**src/rtl/stopwatch_lap.sv**
```systemverilog
// stopwatch_lap: parametrised BCD stopwatch with prescaler, lap freeze and sticky overflow.
// Latency: live updates on the edge that ends a tick cycle; the lap freeze is visible one clock after lap is sampled high.
// Backpressure: none; run=0 pauses the count and holds both the sub-tick phase and the digits.
// Optional feature macro: STOPWATCH_LAP_EN builds the lap state machine. When it is undefined, lap is ignored.
module stopwatch_lap #(
    parameter int                    NUM_DIGITS = 4,
    parameter int                    CLK_HZ     = 100_000_000,
    parameter int                    TICK_HZ    = 100,
    parameter logic [NUM_DIGITS-1:0] MOD6_MASK  = '0
) (
    input  logic                    clk,
    input  logic                    reset_n,
    input  logic                    run,
    input  logic                    clear,
    input  logic                    lap,
    output logic [4*NUM_DIGITS-1:0] live,
    output logic [4*NUM_DIGITS-1:0] digits_out,
    output logic                    lap_valid,
    output logic                    tick,
    output logic                    overflow
);

    localparam int DIV   = CLK_HZ / TICK_HZ;
    localparam int PRE_W = (DIV > 1) ? $clog2(DIV) : 1;
    localparam logic [PRE_W-1:0] PRE_MAX = PRE_W'(DIV - 1);

    // Refuse to build a prescaler that cannot hit the tick rate exactly.
    generate
        if (DIV < 2 || (CLK_HZ % TICK_HZ) != 0 || NUM_DIGITS < 1 || NUM_DIGITS > 8) begin : g_param_check
            $error("stopwatch_lap: illegal NUM_DIGITS/CLK_HZ/TICK_HZ combination");
        end
    endgenerate

    logic [PRE_W-1:0]        pre_q, pre_d;
    logic [4*NUM_DIGITS-1:0] live_q, live_d;
    logic                    overflow_q, overflow_d;
    logic                    carry;
    logic                    wrap;
    logic [3:0]              dig;
    logic [3:0]              dmax;

    // The tick strobe fires on the last prescaler phase while running. Clear suppresses it.
    always_comb begin
        tick = run & ~clear & (pre_q == PRE_MAX);
    end

    // The prescaler advances only while running, so a pause keeps the sub-tick phase.
    always_comb begin
        pre_d = pre_q;
        if (clear) begin
            pre_d = '0;
        end else if (tick) begin
            pre_d = '0;
        end else if (run) begin
            pre_d = pre_q + 1'b1;
        end
    end

    // Ripple the tick through the digits. A carry out of the top digit means all digits were at their max.
    always_comb begin
        live_d = live_q;
        carry  = tick;
        dig    = 4'd0;
        dmax   = 4'd9;
        for (int i = 0; i < NUM_DIGITS; i++) begin
            dig  = live_q[4*i +: 4];
            dmax = MOD6_MASK[i] ? 4'd5 : 4'd9;
            if (carry) begin
                if (dig >= dmax) begin
                    live_d[4*i +: 4] = 4'd0;
                end else begin
                    live_d[4*i +: 4] = dig + 4'd1;
                    carry            = 1'b0;
                end
            end
        end
        wrap       = carry;
        overflow_d = overflow_q | wrap;
        if (clear) begin
            live_d     = '0;
            overflow_d = 1'b0;
        end
    end

    // Count state registers.
    always_ff @(posedge clk or negedge reset_n) begin
        if (!reset_n) begin
            pre_q      <= '0;
            live_q     <= '0;
            overflow_q <= 1'b0;
        end else begin
            pre_q      <= pre_d;
            live_q     <= live_d;
            overflow_q <= overflow_d;
        end
    end

    assign live     = live_q;
    assign overflow = overflow_q;

`ifdef STOPWATCH_LAP_EN
    typedef enum logic {ST_LIVE = 1'b0, ST_FROZEN = 1'b1} lap_state_t;

    lap_state_t              state_q;
    logic                    lap_q;
    logic                    lap_valid_q;
    logic [4*NUM_DIGITS-1:0] lap_reg_q;
    logic                    lap_edge;

    assign lap_edge = lap & ~lap_q;

    // The lap FSM toggles LIVE/FROZEN on each lap rising edge. Clear wins and returns it to LIVE.
    always_ff @(posedge clk or negedge reset_n) begin
        if (!reset_n) begin
            state_q     <= ST_LIVE;
            lap_q       <= 1'b0;
            lap_valid_q <= 1'b0;
            lap_reg_q   <= '0;
        end else begin
            lap_q <= lap;
            if (clear) begin
                state_q     <= ST_LIVE;
                lap_valid_q <= 1'b0;
                lap_reg_q   <= '0;
            end else if (lap_edge) begin
                case (state_q)
                    ST_LIVE: begin
                        state_q     <= ST_FROZEN;
                        lap_valid_q <= 1'b1;
                        lap_reg_q   <= live_q;
                    end
                    default: begin
                        state_q     <= ST_LIVE;
                        lap_valid_q <= 1'b0;
                    end
                endcase
            end
        end
    end

    assign lap_valid  = lap_valid_q;
    assign digits_out = lap_valid_q ? lap_reg_q : live_q;
`else
    logic unused_lap;
    assign unused_lap = lap;
    assign lap_valid  = 1'b0;
    assign digits_out = live_q;
`endif

endmodule

```
**config.mk**
```make
export PLATFORM = sky130hd
export DESIGN_NAME = stopwatch_lap
export DESIGN_NICKNAME = d
export VERILOG_FILES = /design/src/rtl/stopwatch_lap.sv
export SDC_FILE = /design/constraint.sdc
export NUM_CORES = 1
export LEC_CHECK = 0
export ABC_AREA = 1
export BUFFER_PORTS_ARGS = -buffer_cell sky130_fd_sc_hd__buf_4
export CAP_MARGIN = 20
export CELL_PAD_IN_SITES_DETAIL_PLACEMENT = 0
export CELL_PAD_IN_SITES_GLOBAL_PLACEMENT = 2
export CORE_MARGIN = 3
export CORE_UTILIZATION = 25
export CTS_BUF_LIST = sky130_fd_sc_hd__clkbuf_4 sky130_fd_sc_hd__clkbuf_8 sky130_fd_sc_hd__clkbuf_16
export DETAILED_ROUTE_END_ITERATION = 10
export PLACE_DENSITY_LB_ADDON = 0.08
export SLEW_MARGIN = 30
export SYNTH_ARGS = -nofsm -noshare
export SYNTH_HDL_FRONTEND = slang
export SYNTH_SLANG_ARGS = --single-unit
```
**constraint.sdc**
```tcl
create_clock -name clk -period 3.15 [get_ports clk]
set_input_delay 0.315 -clock clk [delete_from_list [all_inputs] [get_ports clk]]
set_output_delay 0.315 -clock clk [all_outputs]
set_load 0.02 [all_outputs]
```
==> qor.yml <==
sta:
  setup_viol: 0
  rsz0062_at_grt: "no"
  hold_viol_final: 2
  setup_ws_ns: 1.09
  period_share: 0.654
  holdWs_ns: -0.00118
  clock_skew_ns: 0.00865
  clock.fmax_mhz: 485
  tightest_slew_ns: 0.532
  drv_slew: 0
  fin_crit_ns: 2.06
  slew_headroom: 0.645
  tns_ns: 0
routing:
  routedWlPerCell_um: 13.8
  dr_wl_met3_um: 190
  wirelength_mm: 6.69
  drtIter0Drc: 65
  drt-pass1-iter-count: 4
  met2WireLength_mm: 3.02
  drt.antenna.violating_nets: 0
  drc: 0
  routed.top_layer: "met4"
  vias: 2066
  wl_met1_mm: 3.43
  viasPerCell: 4.27
setup_path:
  cp_max_fo: 5
  worst_path_most_repeated_cell: "nor2_1"
  worstSetupStartpointType: "register"
  worst_ep_required_time_ns: 2.83
  max_stage_delay_ns: 0.39
  r2r_slack_ns: 1.26
  crit_buf_inv: 1
  path_depth: 6
  worstSetupEndpoint: "tick"
  crit_type: "reg -> out"
  r2r_start: "digits_out[0]"
  path_delay_family: "simple AND/OR/NAND/NOR gates"
  cp_cell_sequence: "ha_1, nand3_1, nor2_1, nand2_1, nor2_1, buf_4"
  cp.arrival_ns: 1.75
  critPathLaunch: "pre_q[0]"
  crit_slowest_cell: "dfrtp_1"
  r2r_cells: 10
  end_kind: "output port"
  reg2reg_to: "digits_out[13]"
power:
  irDropWorstVdd_mv: 0.313
  power_leakage_nw: 1.34
  p_int_uw: 842
  power_frac_clock: 0.280
  power_switching_uw: 459
  cellPowerDensity_mw_per_mm2: 454
  total_power_mw: 1.30
  p_sw_frac: 0.353
  power_frac_seq: 0.441
  combinationalPowerShare: 0.278
placement:
  dp_hpwl_mm: 4.92
  port_buffers: 37
  finalWeightedCongestion: 0.776
  dp_slack_ns: 1.19
layout:
  drive_above_1_share: 0.172
  nNetsFinal: 372
  most-common-layout-cells: "nand2_1, nor2_1, buf_4"
  diodes: 0
  area_growth_pct: 15.7
  final_common_cell: "nand2_1"
  post-route-util: 0.304
  nFillCells: 1052
outcome:
  violations: "negative hold slack"
  status: "finished with violations"
floorplanning:
  die_w_um: 105
  core_mm2: 0.00942
  die_area_mm2: 0.0111
  rows: 35
  fp.dieH_um: 105
  initial_core_util: 0.263
  io_pins: 40
yosys:
  ys_seq_elements: 37
  synth_top_area_frac: 0.374
  synth.cell_area_mm2: 0.00247
  ys_top_cells_by_area: "dfrtp_1, nand2_1, nor2_1"
  synth.avg_cell_area_um2: 7.52
  syn_nets: 347
  synth_top_area_cell: "dfrtp_1"
  yosysWarnings: 0
  postSynthCellCount: 329
  synth_cell_types: 32
  yosysSeqAreaShare: 0.374
clock_network:
  cts_hold_buf: 0
  clockRootBuffer: "clkbuf_8"
  cts_resized: 0
  clkTransAtPathRegs_ns: 0.08
  cts_buffers: 5
  post_cts_buffers: 0
  cts_tree: "done"
  cts_max_path_buffers: 2
  clkLatencyLatePin_ns: 0.29
  cts_sinks: 37
  htreeDepth: 2
grt:
  grt_max_degree: 38
  grt_pass1_wl_mm: 10.9
  grt.overflow.total: 0
  antenna_found_initial: 0
  grt_pass1_vias: 2014
  track_usage: 0.124
job:
  timing.max_cap.violations: 0
min_path:
  hold_class: "in -> async"
layout make-up:
class / instances / area [µm²] / area share
flip-flops and latches: 37 / 926 / 0.323
well taps: 129 / 161 / 0.0564
repair buffers: 38 / 285 / 0.0996
multi-input cells: 233 / 1250 / 0.438
inverters: 39 / 146 / 0.0511
clock buffers: 8 / 91.3 / 0.0319
worst register-to-register path: cells and delay by family (launching register included):
family / cells / cell delay [ns]
adders and majority gates: 1 / 0.20
and+or+nand+nor: 5 / 0.49
AOI/OAI and AO/OA: 1 / 0.33
buffers and inverters: 3 / 0.29
DFF: 1 / 0.46
cells in the mapped netlist (all sizes together):
cell,count
nor3,7
o22ai,3
nand3,32
o21a,2
inv,39
mux2i,1
nand4,8
dfrtp,37
or2,1
nor3b,1
xnor2,6
a21oi,8
ha,13
nand2,72
conb,1
buf,20
nor4,1
nor2,55
xor2,8
o21ai,14
registers in the layout, indices dropped and copies added, names as in the netlist:
register,cells
overflow,1
pre_q,20
digits_out,16
cells by family after synthesis:
logic type      synth area share
compound gates            0.0581
xor+xnor                  0.0495
fa+ha+maj                 0.0657
buf+inv                    0.119
flops                      0.374
mux                      0.00404
other cells              0.00152
simple gates               0.328
metrics by stage:
step | instance area [µm²] | hold slack (ns) | cells
floorplan | 2470 | 0.0194 | 329
global placement | 2770 | 0.340 | 476
detailed placement | 2770 | 0.349 | 476
CTS | 2860 | 0.0270 | 484
global route | 2860 | 0.0413 | 484
finish | 2860 | -0.00118 | 484
how the worst min path moves through the flow:
| stage | start | endpoint | slack, ns |
|---|---|---|---|
| finish | reset_n | digits_out[2] | -0.001 |
| global placement | reset_n | digits_out[1] | 0.34 |
| global route | reset_n | digits_out[2] | 0.04 |
| detailed placement | reset_n | digits_out[2] | 0.35 |
| floorplan | reset_n | digits_out[0] | 0.02 |
| CTS | reset_n | digits_out[4] | 0.03 |
power by group through the flow:
| stage | clock network [mW] | registers, mW | logic, mW |
|---|---|---|---|
| floorplan | 0 | 0.609 | 0.229 |
| global placement | 0 | 0.584 | 0.371 |
| detailed placement | 0 | 0.583 | 0.370 |
| CTS | 0.380 | 0.575 | 0.371 |
| global route | 0.396 | 0.585 | 0.406 |
| finish | 0.365 | 0.574 | 0.362 |
metal layers:
| metal | vias up | global-route usage |
|---|---|---|
| li1 | 1077 | - |
| met3 | 4 | 0.0263 |
| met4 | 0 | 0.0250 |
| met2 | 26 | 0.191 |
| met1 | 959 | 0.179 |
| met5 | - | 0 |
No activity file was read; power rests on OpenSTA's default activity.
